--- config.mk ---
export PLATFORM = sky130hd
export DESIGN_NAME = mem_port_arbiter
export DESIGN_NICKNAME = d
export VERILOG_FILES = /design/src/rtl/mem_port_arbiter.sv
export SDC_FILE = /design/constraint.sdc
export NUM_CORES = 1
export LEC_CHECK = 0
export BUFFER_PORTS_ARGS = -buffer_cell sky130_fd_sc_hd__buf_2
export CAP_MARGIN = 20
export CORE_ASPECT_RATIO = 0.6
export CORE_MARGIN = 4
export CORE_UTILIZATION = 43
export CTS_CLUSTER_SIZE = 24
export DETAILED_ROUTE_END_ITERATION = 12
export GPL_TIMING_DRIVEN = 1
export HOLD_SLACK_MARGIN = 0.12
export PLACE_DENSITY = 0.87
export SLEW_MARGIN = 20
export SYNTH_ARGS = -nofsm -noshare
export SYNTH_HDL_FRONTEND = slang
export SYNTH_SLANG_ARGS = --single-unit
--- constraint.sdc ---
create_clock -name clk -period 3.9 [get_ports clk]
set_input_delay 0.78 -clock clk [delete_from_list [all_inputs] [get_ports clk]]
set_output_delay 0.78 -clock clk [all_outputs]
set_load 0.005 [all_outputs]
--- src/rtl/mem_port_arbiter.sv ---
// Arbitrates an instruction-fetch port and a data port onto one single-cycle memory port.
// Define ARB_STARVE_GUARD_EN to add the fetch starvation guard (forced fetch after STARVE_MAX denials).
module mem_port_arbiter #(
    parameter int ADDR_W     = 32,
    parameter int DATA_W     = 32,
    parameter int STARVE_MAX = 4
) (
    input  logic              clk,
    input  logic              rst,
    input  logic              enable,
    input  logic              if_req,
    input  logic [ADDR_W-1:0] if_addr,
    output logic              if_gnt,
    output logic              if_rvalid,
    output logic [DATA_W-1:0] if_rdata,
    input  logic              d_req,
    input  logic              d_we,
    input  logic [ADDR_W-1:0] d_addr,
    input  logic [DATA_W-1:0] d_wdata,
    output logic              d_gnt,
    output logic              d_rvalid,
    output logic [DATA_W-1:0] d_rdata,
    output logic              mem_req,
    output logic              mem_we,
    output logic [ADDR_W-1:0] mem_addr,
    output logic [DATA_W-1:0] mem_wdata,
    input  logic [DATA_W-1:0] mem_rdata,
    output logic              stall_if
);

    typedef enum logic [1:0] {
        OWN_NONE = 2'd0,
        OWN_IF   = 2'd1,
        OWN_D    = 2'd2
    } owner_e;

    owner_e            owner_q, owner_d;
    logic              force_if;
    logic [DATA_W-1:0] if_rdata_q, d_rdata_q;

`ifdef ARB_STARVE_GUARD_EN
    localparam int CNT_W = (STARVE_MAX < 1) ? 1 : $clog2(STARVE_MAX + 1);

    logic [CNT_W-1:0] starve_q, starve_d;

    // Counts every cycle fetch is requesting but not granted, including enable-low cycles.
    always_comb begin
        starve_d = starve_q;
        if (if_gnt) begin
            starve_d = '0;
        end else if (if_req && (starve_q != CNT_W'(STARVE_MAX))) begin
            starve_d = starve_q + 1'b1;
        end
    end

    always_ff @(posedge clk or negedge rst) begin
        if (!rst) begin
            starve_q <= '0;
        end else begin
            starve_q <= starve_d;
        end
    end

    assign force_if = if_req && (starve_q == CNT_W'(STARVE_MAX));
`else
    assign force_if = 1'b0;
`endif

    // Data wins unless the starvation guard is forcing a fetch.
    assign d_gnt    = enable & d_req & ~force_if;
    assign if_gnt   = enable & if_req & ~d_gnt;
    assign stall_if = if_req & ~if_gnt;

    assign mem_req   = if_gnt | d_gnt;
    assign mem_we    = d_gnt & d_we;
    assign mem_addr  = d_gnt ? d_addr : if_addr;
    assign mem_wdata = d_gnt ? d_wdata : '0;

    always_comb begin
        owner_d   = OWN_NONE;
        if_rvalid = 1'b0;
        d_rvalid  = 1'b0;
        if (d_gnt) begin
            owner_d = OWN_D;
        end else if (if_gnt) begin
            owner_d = OWN_IF;
        end
        case (owner_q)
            OWN_IF:  if_rvalid = 1'b1;
            OWN_D:   d_rvalid  = 1'b1;
            default: ;
        endcase
    end

    always_ff @(posedge clk or negedge rst) begin
        if (!rst) begin
            owner_q <= OWN_NONE;
        end else begin
            owner_q <= owner_d;
        end
    end

    // Response data is passed through while valid and held afterwards.
    always_ff @(posedge clk or negedge rst) begin
        if (!rst) begin
            if_rdata_q <= '0;
            d_rdata_q  <= '0;
        end else begin
            if (if_rvalid) begin
                if_rdata_q <= mem_rdata;
            end
            if (d_rvalid) begin
                d_rdata_q <= mem_rdata;
            end
        end
    end

    assign if_rdata = if_rvalid ? mem_rdata : if_rdata_q;
    assign d_rdata  = d_rvalid  ? mem_rdata : d_rdata_q;

endmodule

Word-level counts from Yosys, hierarchy flattened. Index checks and enable logic that the tools add are counted.

Bitwise operators: 8. Equal/unequal tests: 2. Mux-type cells: 8.

Operators by type and width (count): $mux 32 (4); $and 1x1->1 (5); $mux 1 (3); $eq 2x1->1 const B (1); $eq 2x2->1 const B (1); $mux 2 (1); $not 1->1 (2); $or 1x1->1 (1).

Flip-flop bits (word level): 66. Input bits: 134. Output and inout bits: 135.

Depth between registers and ports, before layout.
Depth after elaboration: 5. Gate-level depth with buffers: 4. Mapped depth without buffers: 2.

Worst setup path after synthesis. OpenSTA, ideal clock, no wires.

Path type: input to output. From: in enable. To: out mem_addr[10]. Cell stages on the path: 4. Arrival: 1.499 ns. Data required time: 3.120 ns. Buffers on the path: 2. Setup slack: 1.621 ns. Cell sequence: buf_4 > nand2_4 > buf_6 > mux2_2.

Longest elaborated chain between the ends: 2.

RTL lines: start: declaration (RTL line 10) `input logic enable,`; $and 1x1->1 (RTL line 70) `assign d_gnt = enable & d_req & ~force_if;`; $mux 32 (RTL line 76) `assign mem_addr = d_gnt ? d_addr : if_addr;`; end: declaration (RTL line 25) `output logic [ADDR_W-1:0] mem_addr,`.

No other way between the ends.

Worst setup path in the final report.
From: reg owner_q[1]. To: out if_rdata[31].

Longest elaborated chain between the ends: 3.

RTL lines: start: declaration (RTL line 37) `owner_e owner_q, owner_d;`; start signal: assignment (RTL line 99) `owner_q <= owner_d;`; $eq 2x1->1 (RTL line 88) `case (owner_q)`; $mux 1 (RTL line 88); $mux 32; end: declaration (RTL line 15) `output logic [DATA_W-1:0] if_rdata,`.

No other way between the ends.

==> results.yml <==
final_layout:
  final_cell_mix: "buf_2, dfrtp_1, mux2_4, mux2_2, and3_1"
  final_area_mm2: 0.00505
  final_common_cell: "buf_2"
  drive_gt1_share_pct: 78.4
  nets: 619
  syn2layout_area_growth_pct: 49.7
  n_antenna_cell: 0
routing:
  totalWireLength_mm: 12.5
  first_pass_iters: 4
  drt-initial-drc-count: 160
  num_vias: 2898
  ant_nets: 0
  drc: 0
  viasPerCell: 4.88
  wl_per_cell_um: 21.1
outcome:
  status: "finished, final reports clean"
logic_synthesis:
  avgSynthCellArea_um2: 15.1
  seq_area_frac_synth_pct: 49.0
  yosys_register_bits: 66
  yosysWarningCount: 0
  postSynthCellCount: 223
  ys_types: 13
  syn_area_mm2: 0.00337
  synth.net_count: 357
clock_tree:
  cts_setup_buffers: 0
  post_cts_resize_count: 0
  cts_max_level: 3
  clock_latency_ns: 0.32
  cts_buffers: 9
  clock-sinks: 66
  clk_path_buf_depth: 2
  cts_hold_buf: 0
  cts_tree: "done"
  cts_root_buf: "clkbuf_16"
  path_clk_slew_ns: 0.06
pwr:
  powerDensity_mw_per_mm2: 461
  seqPwrFrac_pct: 36.7
  intPower_mw: 1.73
  p_leak_nw: 2.91
  switchingPower_uw: 594
  p_comb_share_pct: 26.7
  ir_drop_mv: 0.279
  clock_power_share_pct: 36.6
  p_sw_share_pct: 25.5
sta:
  setup_viol: 0
  fin_crit_ns: 2.92
  max_slew_margin_pct: 50.3
  hold_viol: 0
  skew_ns: 0.00468
  finalSetupTns_ns: 0
  tightest_slew_ns: 0.743
  max_freq_mhz: 342
  timing.final.crit_share_pct: 75.0
  drv_slew: 0
  rsz0062_at_grt: "false"
critical_path:
  worst-r2r-cell-count: 3
  r2r_slack_ns: 2.08
  worstPathMaxFanout: 18
  end_kind: "output pin"
  worst_ep_arrival_time_ns: 2.14
  path_class: "register to output pin"
  r2r_start: "owner_q[1]$_DFF_PN0_"
  crit_path_start_kind: "register"
  cp-startpoint: "owner_q[1]$_DFF_PN0_"
  cp.required_ns: 3.12
  r2r-end: "if_rdata_q[31]$_DFF_PN0_"
global_routing:
  grtUsageMet1_pct: 31.6
  grt-busiest-layer: "met2"
  grt.total_usage_pct: 26.4
  grt_use_met3_pct: 9.72
  grtUsageMet2_pct: 45.8
  antenna_found_initial: 1
  grt_start_max_net_pins: 38
  grt.overflow.total: 0
  grt_pass1_vias: 3097
  grt_pass1_wl_mm: 18.5
die:
  core-area_mm2: 0.00745
  fp.dieArea_mm2: 0.00937
  initial_core_util_pct: 45.3
  io_pins: 269
  die_h_um: 76.6
  die_x_um: 122
  rows: 24
worst_hold_path:
  min_to: "d_rdata_q[21]$_DFF_PN0_"
  holdPathStages: 1
  hp-class: "register to register"
  hold_start: "d_rdata_q[21]$_DFF_PN0_"
flow_run:
  cap_violations: 0
place:
  io_buffers: 268
  dp_hpwl_mm: 10.2
  finalWeightedCongestion: 1.00
  place_area_mm2: 0.00472
==> power groups by stage <==
stage          registers, mW  logic (mW)  clock network (mW)
2_1_floorplan          0.847       0.325                   0
3_3_place_gp           0.852       0.602                   0
3_5_place_dp           0.865       0.622                   0
4_1_cts                0.856       0.628               0.871
5_1_grt                0.866       0.667               0.921
6_report               0.855       0.621               0.852
==> state kept, by name, summed over array words and instances, names as in the netlist <==
register    count
d_rdata_q      32
if_rdata_q     32
owner_q         2
==> worst max path at each step <==
stage,end,slack [ns]
after global routing,if_rdata[31],0.91
after detailed placement,mem_addr[22],1.06
final,if_rdata[31],0.98
after global placement,mem_addr[29],1.16
after floorplan,mem_addr[10],1.62
after CTS,d_rdata[0],0.94
==> routing by layer <==
layer,part of all wire [%],up-vias
met2,51,137
met5,0,-
met1,39,1436
met4,0.83,0
li1,-,1315
met3,8.8,10
==> synthesized netlist by cell type <==
master,number,share of area [%]
dfrtp_1,66,49
mux2_4,58,26
mux2_2,38,13
and3_1,34,6.3
buf_6,10,3.3
clkbuf_1,6,0.67
buf_4,3,0.67
inv_1,3,0.33
a21boi_0,1,0.22
nand2_4,1,0.33
nand2b_1,1,0.19
nor2b_1,1,0.19
o21a_1,1,0.22
==> kinds of logic after synthesis <==
family / count (synthesis) / synth area share [%]
flip-flops: 66 / 49.0
multiplexers: 96 / 38.5
AND/OR/NAND/NOR: 37 / 7.02
buffers and inverters: 22 / 5.01
AO/OA/AOI/OAI: 2 / 0.446
==> layout make-up <==
| class | count | area, um^2 |
|---|---|---|
| Timing Repair Buffer | 270 | 1370 |
| Fill cell | 563 | 2400 |
| Multi-Input combinational cell | 135 | 1570 |
| Clock buffer | 10 | 229 |
| Sequential cell | 66 | 1650 |
| Tap cell | 104 | 130 |
| Clock inverter | 6 | 91.3 |
| Inverter | 3 | 11.3 |
==> metrics by stage <==
stage          hold WS, ns  setup slack [ns]  util [%]  total power [mW]  instances
6_report             0.489             0.975      67.8              2.33        594
5_1_grt              0.494             0.910      67.8              2.45        594
4_1_cts              0.491             0.945      67.7              2.36        594
3_5_place_dp         0.477              1.06      63.4              1.49        578
3_3_place_gp         0.472              1.16      63.4              1.45        578
2_1_floorplan        0.476              1.62         -              1.17        223
==> critical path: stages, from the launching register on <==
cell	delay, ns
dfrtp_1	0.44
nor2b_4	0.62
buf_12	0.27
mux2_2	0.36
buf_2	0.13
No activity file was read; power rests on OpenSTA's default activity.
